`config.mk`:
```
export PLATFORM = sky130hd
export DESIGN_NAME = cdr_loop_filter
export DESIGN_NICKNAME = d
export VERILOG_FILES = /design/src/rtl/cdr_loop_filter.sv
export SDC_FILE = /design/constraint.sdc
export NUM_CORES = 1
export LEC_CHECK = 0
export CORE_ASPECT_RATIO = 0.9
export CORE_MARGIN = 1
export CORE_UTILIZATION = 59
export CTS_CLUSTER_SIZE = 14
export DETAILED_ROUTE_END_ITERATION = 10
export PLACE_DENSITY = 0.81
export REMOVE_ABC_BUFFERS = 1
export SLEW_MARGIN = 40
export SYNTH_ARGS = -nofsm -noshare
export SYNTH_HDL_FRONTEND = slang
export SYNTH_SLANG_ARGS = --single-unit
```
`constraint.sdc`:
```
create_clock -name clk -period 3.55 [get_ports clk]
set_clock_uncertainty 0.2 [all_clocks]
set_input_delay 0.5325 -clock clk [delete_from_list [all_inputs] [get_ports clk]]
set_output_delay 0.5325 -clock clk [all_outputs]
set_load 0.03 [all_outputs]
```
`src/rtl/cdr_loop_filter.sv`:
```
// Second-order bang-bang CDR loop filter: majority-vote decimation, proportional + saturating
// integral paths with ACQ->TRACK gain switching, wrapping phase accumulator driving the PI code.
module cdr_loop_filter #(
   parameter int PHASE_WIDTH  = 16,
   parameter int FREQ_WIDTH   = 16,
   parameter int CODE_WIDTH   = 11,
   parameter int DECIM        = 4,
   parameter int KP_SHIFT     = 4,
   parameter int KI_ACQ_SHIFT = 6,
   parameter int KI_TRK_SHIFT = 3,
   parameter int FREQ_SHIFT   = 4,
   parameter int ACQ_UPDATES  = 256
) (
   input  logic                  clk,
   input  logic                  rst,
   input  logic                  up,
   input  logic                  dn,
   input  logic                  en,
   input  logic                  freeze_freq,
   output logic [CODE_WIDTH-1:0] code,
   output logic                  code_upd,
   output logic [FREQ_WIDTH-1:0] freq_int,
   output logic                  freq_sat,
   output logic [1:0]            state
);
   // state | meaning
   // IDLE  | loop disabled, integrators hold, vote window parked at 0
   // ACQ   | acquisition, large integral gain, counting updates
   // TRACK | tracking, small integral gain

   localparam int VW  = $clog2(DECIM) + 2;
   localparam int WCW = (DECIM > 1) ? $clog2(DECIM) : 1;
   localparam int ACW = $clog2(ACQ_UPDATES + 1);
   localparam int EW  = FREQ_WIDTH + 2;

   localparam logic [WCW-1:0]         WIN_LAST    = WCW'(DECIM - 1);
   localparam logic [ACW-1:0]         ACQ_LAST    = ACW'(ACQ_UPDATES - 1);
   localparam logic [PHASE_WIDTH-1:0] KP_STEP     = PHASE_WIDTH'(2 ** KP_SHIFT);
   localparam logic signed [EW-1:0]   KI_ACQ_STEP = EW'(2 ** KI_ACQ_SHIFT);
   localparam logic signed [EW-1:0]   KI_TRK_STEP = EW'(2 ** KI_TRK_SHIFT);
   localparam logic signed [EW-1:0]   F_MAX       = {3'b000, {(FREQ_WIDTH-1){1'b1}}};
   localparam logic signed [EW-1:0]   F_MIN       = {3'b111, {(FREQ_WIDTH-1){1'b0}}};
   localparam logic [FREQ_WIDTH-1:0]  FQ_MAX      = {1'b0, {(FREQ_WIDTH-1){1'b1}}};
   localparam logic [FREQ_WIDTH-1:0]  FQ_MIN      = {1'b1, {(FREQ_WIDTH-1){1'b0}}};

   typedef enum logic [1:0] {
      S_IDLE  = 2'b00,
      S_ACQ   = 2'b01,
      S_TRACK = 2'b10
   } state_t;

   state_t                        state_q;
   logic [PHASE_WIDTH-1:0]        phase_q;
   logic signed [FREQ_WIDTH-1:0]  freq_q;
   logic [WCW-1:0]                win_cnt;
   logic signed [VW-1:0]          vote_sum;
   logic [ACW-1:0]                acq_cnt;

   logic signed [VW-1:0]          pd;
   logic signed [VW-1:0]          vote_now;
   logic                          win_end;
   logic                          d_pos;
   logic                          d_neg;
   logic signed [EW-1:0]          ki_step;
   logic signed [EW-1:0]          freq_ext;
   logic signed [EW-1:0]          freq_sum;
   logic signed [FREQ_WIDTH-1:0]  freq_nxt;
   logic signed [FREQ_WIDTH-1:0]  freq_shr;
   logic signed [PHASE_WIDTH-1:0] freq_term;
   logic [PHASE_WIDTH-1:0]        phase_nxt;

   always_comb begin
      pd = '0;
      if (up && !dn)
         pd = VW'(1);
      else if (dn && !up)
         pd = '1;
      vote_now = vote_sum + pd;
      win_end  = (win_cnt == WIN_LAST);
      d_neg    = vote_now[VW-1];
      d_pos    = !vote_now[VW-1] && (vote_now != '0);

      // Widened by two bits so the sum cannot wrap before the clamp sees it
      ki_step  = (state_q == S_TRACK) ? KI_TRK_STEP : KI_ACQ_STEP;
      freq_ext = EW'(freq_q);
      freq_sum = freq_ext;
      if (d_pos)
         freq_sum = freq_ext + ki_step;
      else if (d_neg)
         freq_sum = freq_ext - ki_step;
      if (freq_sum > F_MAX)
         freq_nxt = FQ_MAX;
      else if (freq_sum < F_MIN)
         freq_nxt = FQ_MIN;
      else
         freq_nxt = freq_sum[FREQ_WIDTH-1:0];
      if (freeze_freq)
         freq_nxt = freq_q;

      // Phase uses the pre-update frequency and wraps modulo 2^PHASE_WIDTH
      freq_shr  = freq_q >>> FREQ_SHIFT;
      freq_term = PHASE_WIDTH'(freq_shr);
      phase_nxt = phase_q + freq_term;
      if (d_pos)
         phase_nxt = phase_nxt + KP_STEP;
      else if (d_neg)
         phase_nxt = phase_nxt - KP_STEP;
   end

   always_ff @(posedge clk or posedge rst) begin
      if (rst) begin
         state_q  <= S_IDLE;
         phase_q  <= '0;
         freq_q   <= '0;
         win_cnt  <= '0;
         vote_sum <= '0;
         acq_cnt  <= '0;
         code_upd <= 1'b0;
      end else begin
         code_upd <= 1'b0;
         case (state_q)
            S_IDLE: begin
               win_cnt  <= '0;
               vote_sum <= '0;
               acq_cnt  <= '0;
               if (en)
                  state_q <= S_ACQ;
            end
            S_ACQ, S_TRACK: begin
               if (!en) begin
                  state_q  <= S_IDLE;
                  win_cnt  <= '0;
                  vote_sum <= '0;
               end else if (win_end) begin
                  win_cnt  <= '0;
                  vote_sum <= '0;
                  code_upd <= 1'b1;
                  freq_q   <= freq_nxt;
                  phase_q  <= phase_nxt;
                  if (state_q == S_ACQ) begin
                     if (acq_cnt == ACQ_LAST)
                        state_q <= S_TRACK;
                     else
                        acq_cnt <= acq_cnt + 1'b1;
                  end
               end else begin
                  win_cnt  <= win_cnt + 1'b1;
                  vote_sum <= vote_now;
               end
            end
            default: state_q <= S_IDLE;
         endcase
      end
   end

   assign code     = phase_q[PHASE_WIDTH-1 -: CODE_WIDTH];
   assign freq_int = freq_q;
   assign freq_sat = (freq_q == FQ_MAX) || (freq_q == FQ_MIN);
   assign state    = state_q;

endmodule

```
; ---- Word-level counts from Yosys, hierarchy flattened
; Index checks and enable logic that the tools add are counted.
[totals]
regBits = 50
input_bits = 6
out_inout_bits = 31
wordCells = 76
[classes]
add_sub_neg = 8
magnitude_cmp = 2
eq_ne = 14
muxes = 29
bitwise_logic = 1
n_reduce_logical = 15
[op_table]
columns = cell, count
row1 = $mux 16, 4
row2 = $mux 18, 2
row3 = $mux 9, 4
row4 = $gt 18x16->1 const B, 1
row5 = $lt 18x16->1 const B, 1
row6 = $pmux 9 s2, 1
row7 = $add 16x8->17, 1
row8 = $sub 16x8->17, 1
row9 = $add 16x16->16, 1
row10 = $add 16x5->16 const B, 1
row11 = $eq 16x15->1 const B, 1
row12 = $eq 16x16->1 const B, 1
row13 = $mux 4, 4
row14 = $sub 16x5->16 const B, 1
row15 = $mux 2, 7
row16 = $ne 2x2->1 const B, 5
row17 = $add 9x1->9 const B, 1
row18 = $eq 9x8->1 const B, 1
row19 = $ne 3x3->1 const B, 3
row20 = $pmux 2 s2, 2
row21 = $pmux 4 s2, 1
row22 = $reduce_and 4->1, 2
row23 = $mux 7, 1
row24 = $reduce_and 5->1, 1
row25 = 14 further kinds, 21

; ---- Logic depth before layout (Yosys ltp)
; Gate-level depths: netlist of the first run.
[depth]
word_depth = 11
depth_mapped = 16
depth_no_buf = 15

; ---- Worst setup path before layout of the first run
; Ideal clock, no wire load.
[synth_path]
kind = input to register
from = input port up
to = register phase_q[15]
setup_ns = 0.080
t_arrival_ns = 3.282
t_required_ns = 3.270
slack_ns = -0.012
path_stages = 15
path_buffers = 0
path_cell_list = inv_1 ha_1 inv_1 ha_1 inv_1 fa_1 xor2_1 nand3b_1 nand3_4 nor4_4 nand4_1 or3_1 a2bb2oi_2 mux2i_1 xnor2_1
[synth_via]
elab_chain_len = 8
word_cells_on_any_way = 11
cone_classes = add/sub: 1 / mux: 4 / reduce/logical: 6
[synth_lines]
columns = item, line_no
row1 = from (decl), 16  ; input logic up,
row2 = $logic_not 1->1, 76  ; else if (dn && !up)
row3 = $logic_and 1x1->1, 76
row4 = $mux 4, 76
row5 = $mux 4 (*), 74  ; if (up && !dn)
row6 = $add 4x4->4 (*), 78  ; vote_now = vote_sum + pd;
row7 = $reduce_bool 4->1 / $logic_not 1->1 (equally long branches), 81  ; d_pos = !vote_now[VW-1] && (vote_now != '0);
row8 = $logic_and 1x1->1, 81
row9 = $mux 16 (*), 104  ; if (d_pos)
row10 = to (signal assigned), 139  ; phase_q <= phase_nxt;
row11 = to (decl), 53  ; logic [PHASE_WIDTH-1:0] phase_q;
; Every way passes the cells marked *; elsewhere a longest branch is shown, timed or not.
; A chain may end at the register's enable or synchronous reset.

; ---- Worst setup path after layout of the first run
[layout_path]
from = input port dn
to = register phase_q[14]
[layout_via]
elab_chain_len = 7
word_cells_on_any_way = 11
cone_classes = add/sub: 1 / mux: 4 / reduce/logical: 6
[layout_lines]
columns = item, line_no
row1 = from (decl), 17  ; input logic dn,
row2 = $logic_and 1x1->1 / $logic_not 1->1 (equally long branches), "76, 74"
row3 = $mux 4 / $logic_and 1x1->1 (equally long branches), "76, 74"
row4 = $mux 4 (*), 74
row5 = $add 4x4->4 (*), 78
row6 = $reduce_bool 4->1 / $logic_not 1->1 (equally long branches), 81
row7 = $logic_and 1x1->1, 81
row8 = $mux 16 (*), 104
; Marked as above.

==> results_dict.tcl, run 1 <==
set metrics [dict create \
    insertion_delay_ns 0.32 \
    core-area_sq_um 7040 \
    finalHoldViolations 0 \
    setup_tns_ns 0 \
    synth_area_per_cell_sq_um 8.50 \
    post_drt_via_cell_ratio 6.39 \
    grt_pass1_vias 3883 \
    cts_sinks 48 \
    drtPass1Iterations 6 \
    htree_levels 2 \
    antenna_found_initial 0 \
    grt_start_max_net_pins 49 \
    cp.required_ns 3.56 \
    post_drt_wl_per_cell_microns 17.9 \
    overflow 0 \
    track_usage_pct 30.8 \
    mostFrequentLayoutCells "nand2_1, buf_4, dfrtp_1, o21ai_0, ha_1" \
    drtIter0Drc 372 \
    io_pins 37 \
    drc 0 \
    diodes 0 \
    critPathCaptureType "register" \
    cp_max_fo 3 \
    crit_path_start_kind "primary input" \
    cts_tree "done" \
    ir_drop_uv 337 \
    power_density_nw_per_um2 414 \
    ant_nets 0 \
    via_count 4254 \
    setup_slack_ns 0.0980 \
    setup_violations 0 \
    numPortBuffers 36 \
    synth-seq-cells 48 \
    place_congestion 0.917 \
    cts_root_buffer "clkbuf_8" \
    tightest_slew_ns 0.724 \
    fmax_mhz 290 \
    synth_edf_count 0 \
    instances_no_fill 666 \
    regArea_sq_um 1200 \
    fin_crit_sh_pct 97.2 \
    dp_hpwl_microns 8450 \
    leakagePower_nw 2.41 \
    synth_cell_types 77 \
    slew_violations 0 \
    multi_input_area_sq_um 2930 \
    grt_pass1_wl_microns 18400 \
    async_flop_share_pct 100 \
    fin_crit_ns 3.45 \
    die_h_microns 83.1 \
    dp.cells 649 \
    slew_headroom_pct 51.3 \
    cap_viol_max_count 0 \
    routed_wl_microns 11900 \
    clockBufferDepth 2 \
    arrival_ns 3.47 \
    die_area_sq_um 7650 \
    nNetsFinal 616 \
    post-place-ws_ns -0.582 \
    initial_core_util_pct 61.2 \
    final_common_cell "nand2_1" \
    syn_inst 507 \
    hold_path_class "register to register" \
    synth-seq-area-share_pct 27.9 \
    drive_gt1_share_pct 18.2 \
    cts_made_buffers 5 \
    synthesis.area_sq_um 4310 \
    fp.dieW_microns 92.1 \
    yosys_most_used_dff "dfrtp_1" \
    synth_warnings 0 \
    clkTransAtPathRegs_ns 0.10 \
    std_cell_rows 29 \
    critPathKind "primary input to register" \
    area_growth_pct 21.2 \
    status "complete, no violations" \
    fill_cells 506 \
]
## layer usage
metal  up-vias  global-route usage, %  wire length [microns]
li1       1962                      -                      -
met1      2013                   40.3                   4820
met2       233                   50.5                   5640
met3        46                   5.04                   1060
met4         0                   12.6                    416
met5         -                      0                      0
## power breakdown
part           switching (mW)  internal, mW
clock                   0.218         0.284
combinational           0.582         0.428
sequential             0.0525         0.601
## cell families after synthesis
logic type      Yosys count  share of synthesized area, %
simple gates            176                          20.7
mux                      11                          2.59
compound gates          154                          26.4
xor+xnor                 24                          4.88
flops                    48                          27.9
buf+inv                  56                          6.19
fa+ha+maj                38                          11.4
## cells in the mapped netlist, types with 5 or more instances
library cell / count / area share, %
nor2b_1: 5 / 0.73
a22o_1: 7 / 1.4
o211ai_1: 6 / 1.0
clkbuf_1: 15 / 1.3
o21ai_0: 46 / 5.3
xor2_1: 16 / 3.3
dfrtp_1: 48 / 28
a21oi_1: 22 / 2.6
buf_4: 13 / 2.3
o21ai_1: 5 / 0.58
xnor2_1: 8 / 1.6
nand2b_1: 7 / 1.0
nand2_1: 66 / 5.8
nand4_1: 5 / 0.73
mux2i_1: 10 / 2.3
ha_1: 36 / 10
a21o_1: 10 / 1.7
nand3_1: 20 / 2.3
nor3_1: 12 / 1.4
nor2_1: 27 / 2.4
and3_1: 5 / 0.73
inv_1: 26 / 2.3
## per-stage QoR
stage               area, sq um  total power [mW]  util, %  hold slack [ns]
finish                     5220              2.16     74.2            0.278
global route               5220              2.27     74.2            0.310
CTS                        5120              2.08     72.8            0.293
detailed placement         4940              1.57     70.2            0.280
global placement           4940              1.53     70.2            0.268
floorplan                  4140              1.24        -            0.253
## state kept, by name, summed over array words and instances (netlist names)
signal,cells
acq_cnt,9
code_upd,1
freq_int,14
phase_q,16
state,2
vote_sum,4
win_cnt,2
## repair_timing
item,4_1_cts,5_1_grt
pin swaps,5,15
resized for setup,8,14
buffers inserted,0,9
endpoints found under the setup margin,16,19
hold buffers,0,0
## cell type report
cell class	instances	area share (%)
Inverter	26	1.92
Multi-Input combinational cell	403	56.0
Clock inverter	3	1.32
Tap cell	93	2.23
Timing Repair Buffer	88	14.2
Sequential cell	48	23.0
Clock buffer	5	1.32
## worst max-delay path, stage by stage
cell and delay [ns]:
clkbuf_2 0.10, ha_1 0.30, inv_1 0.06, ha_2 0.17, inv_2 0.04, fa_2 0.37
xor2_2 0.17, nand3b_1 0.18, nand3_4 0.14, buf_4 0.13, buf_4 0.10, o21ai_2 0.07
nor4_4 0.38, nand2b_1 0.16, o32ai_2 0.29, xor2_1 0.19, o21ai_1 0.07
## worst paths after layout
check                              end  cells after the start  slack [ns]   startpoint
max reg2reg                phase_q[14]                     12         0.1  freq_int[4]
max in group asynchronous  freq_int[1]                      2        2.30          rst
min reg2reg                phase_q[15]                      1        0.28  phase_q[15]
min in group asynchronous  phase_q[14]                      2        0.43          rst
min                        phase_q[15]                      1        0.28  phase_q[15]
max                        phase_q[14]                     17         0.1           dn
Power figures use the tool's default switching activity.
==> run 2: changes to the inputs <==
- SLEW_MARGIN: 40 -> default
==> results_dict.tcl, run 2 (same netlist as run 1, synthesis figures left out) <==
set metrics [dict create \
    arrival_ns 3.50 \
    cap_viol_max_count 0 \
    cts_root_buffer "clkbuf_8" \
    dp.cells 649 \
    crit_start "freq_int[4]" \
    routed_wl_microns 11900 \
    place_area_sq_um 4940 \
    slew_violations 0 \
    insertion_delay_ns 0.32 \
    clkTransAtPathRegs_ns 0.10 \
    setup_tns_ns 0 \
    fill_cells 507 \
    status "complete, no violations" \
    critPathCaptureType "register" \
    fmax_mhz 290 \
    fp.dieW_microns 92.1 \
    ant_nets 0 \
    power_mw 2.16 \
    worstRegToRegCells 12 \
    initial_core_util_pct 61.2 \
    fin_area_sq_um 5220 \
    fin_crit_sh_pct 97.2 \
    via_count 4225 \
    drtIter0Drc 339 \
    drive_gt1_share_pct 18.2 \
    slew_headroom_pct 32.5 \
    track_usage_pct 30.8 \
    largest_register "phase_q" \
    power_switching_mw 0.849 \
    tightest_slew_ns 1.01 \
    cp.required_ns 3.60 \
    hold_buffers 0 \
    seq_power_share_pct 30.2 \
    postLayoutCoreUtil_pct 74.2 \
    cts_tree "done" \
    die_area_sq_um 7650 \
    htree_levels 2 \
    sw_frac_of_total_pct 39.3 \
    mostFrequentLayoutCells "nand2_1, buf_4, dfrtp_1, o21ai_0, ha_1" \
    numPortBuffers 36 \
    p_clk_share_pct 23.2 \
    busiest_layer "met2" \
    grt_pass1_wl_microns 18400 \
    use_met1_pct 40.5 \
    hold_path_class "register to register" \
    power_frac_comb_pct 46.6 \
    nNetsFinal 616 \
    cts_sinks 48 \
    r2r_setup_slack_ns 0.1 \
    io_pins 37 \
    fin_crit_ns 3.45 \
    internal_power_mw 1.31 \
    place_congestion 0.917 \
    drc 0 \
    final_common_cell "nand2_1" \
    grt_use_met2_pct 50.9 \
    antenna_found_initial 0 \
    leakagePower_nw 2.41 \
    ir_drop_uv 340 \
    core-area_sq_um 7040 \
    cp_max_fo 6 \
    area_growth_pct 21.2 \
    power_density_nw_per_um2 414 \
    hold_slack_ns 0.278 \
    setup_slack_ns 0.0993 \
    grt_start_max_net_pins 49 \
    crit_path_start_kind "register" \
    die_h_microns 83.1 \
    largest_reg_flops 16 \
    diodes 0 \
    post_drt_wl_per_cell_microns 17.9 \
    finalHoldViolations 0 \
    r2r-end "phase_q[15]" \
    crit-reg2reg-launch "freq_int[4]" \
    crit_end "phase_q[15]" \
    std_cell_rows 29 \
    setup_violations 0 \
    post_drt_via_cell_ratio 6.34 \
    post-place-ws_ns -0.582 \
    drtPass1Iterations 5 \
    dp_hpwl_microns 8450 \
    clockBufferDepth 2 \
    critPathKind "register to register" \
    met3_usage_pct 5.04 \
    grt_pass1_vias 3868 \
    overflow 0 \
    cts_made_buffers 5 \
    instances_no_fill 666 \
]
run 2: cell counts in the layout (fill, tap and decap cells not counted):
No cell type changed its count.
run 2: power by group through the flow:
stage / sequential (mW) / clock, mW / combinational (mW)
6_report: 0.653 / 0.501 / 1.01
5_1_grt: 0.661 / 0.530 / 1.07
2_1_floorplan: 0.696 / 0 / 0.549
3_5_place_dp: 0.663 / 0 / 0.906
4_1_cts: 0.652 / 0.499 / 0.924
3_3_place_gp: 0.659 / 0 / 0.873
run 2: worst min-delay path by stage:
stage                     depth (start not counted)  slack [ns]          end   startpoint
after global routing                              1        0.31  phase_q[15]  phase_q[15]
after CTS                                         1        0.29  phase_q[15]  phase_q[15]
after global placement                            2        0.27   phase_q[4]   phase_q[4]
after floorplan                                   2        0.25  vote_sum[2]  vote_sum[2]
after detailed placement                          1        0.28  phase_q[15]  phase_q[15]
final                                             1        0.28  phase_q[15]  phase_q[15]
run 2: worst max-delay path: stages, from the launching register on:
cell and delay (ns):
dfrtp_1 0.38, ha_1 0.25, inv_1 0.08, fa_1 0.39, nand2b_1 0.22, a21oi_4 0.23
o21a_1 0.26, o211ai_1 0.26, nor4_4 0.37, nand4b_1 0.20, a2bb2oi_2 0.18, mux2i_1 0.23
xnor2_1 0.13
run 2: final cells by class:
| class | count | area, sq um | share of cell area [%] |
|---|---|---|---|
| sequential | 48 | 1200 | 23.0 |
| multi-input combinational | 403 | 2930 | 56.1 |
| clock inverter | 3 | 68.8 | 1.32 |
| timing repair buffer | 88 | 741 | 14.2 |
| tap | 93 | 116 | 2.23 |
| clock buffer | 5 | 68.8 | 1.32 |
| inverter | 26 | 97.6 | 1.87 |
run 2: routing by layer:
layer / routed length (microns) / up-vias / share of wire (%)
met4: 359 / 0 / 3.0
li1: - / 1961 / -
met1: 4930 / 1999 / 41
met3: 1000 / 39 / 8.4
met2: 5630 / 226 / 47
met5: 0 / - / 0
run 2: repair_timing:
| item | CTS | global route |
|---|---|---|
| endpoints found under the setup margin | 16 | 19 |
| gates resized for setup | 8 | 14 |
| setup buffers | 0 | 9 |
| pin swaps | 5 | 15 |
==> run 3: changes to the inputs <==
- SLEW_MARGIN: default -> 40
==> results of run 3 <==
Same layout as run 1: the final DEF is identical, and so are final timing and power.
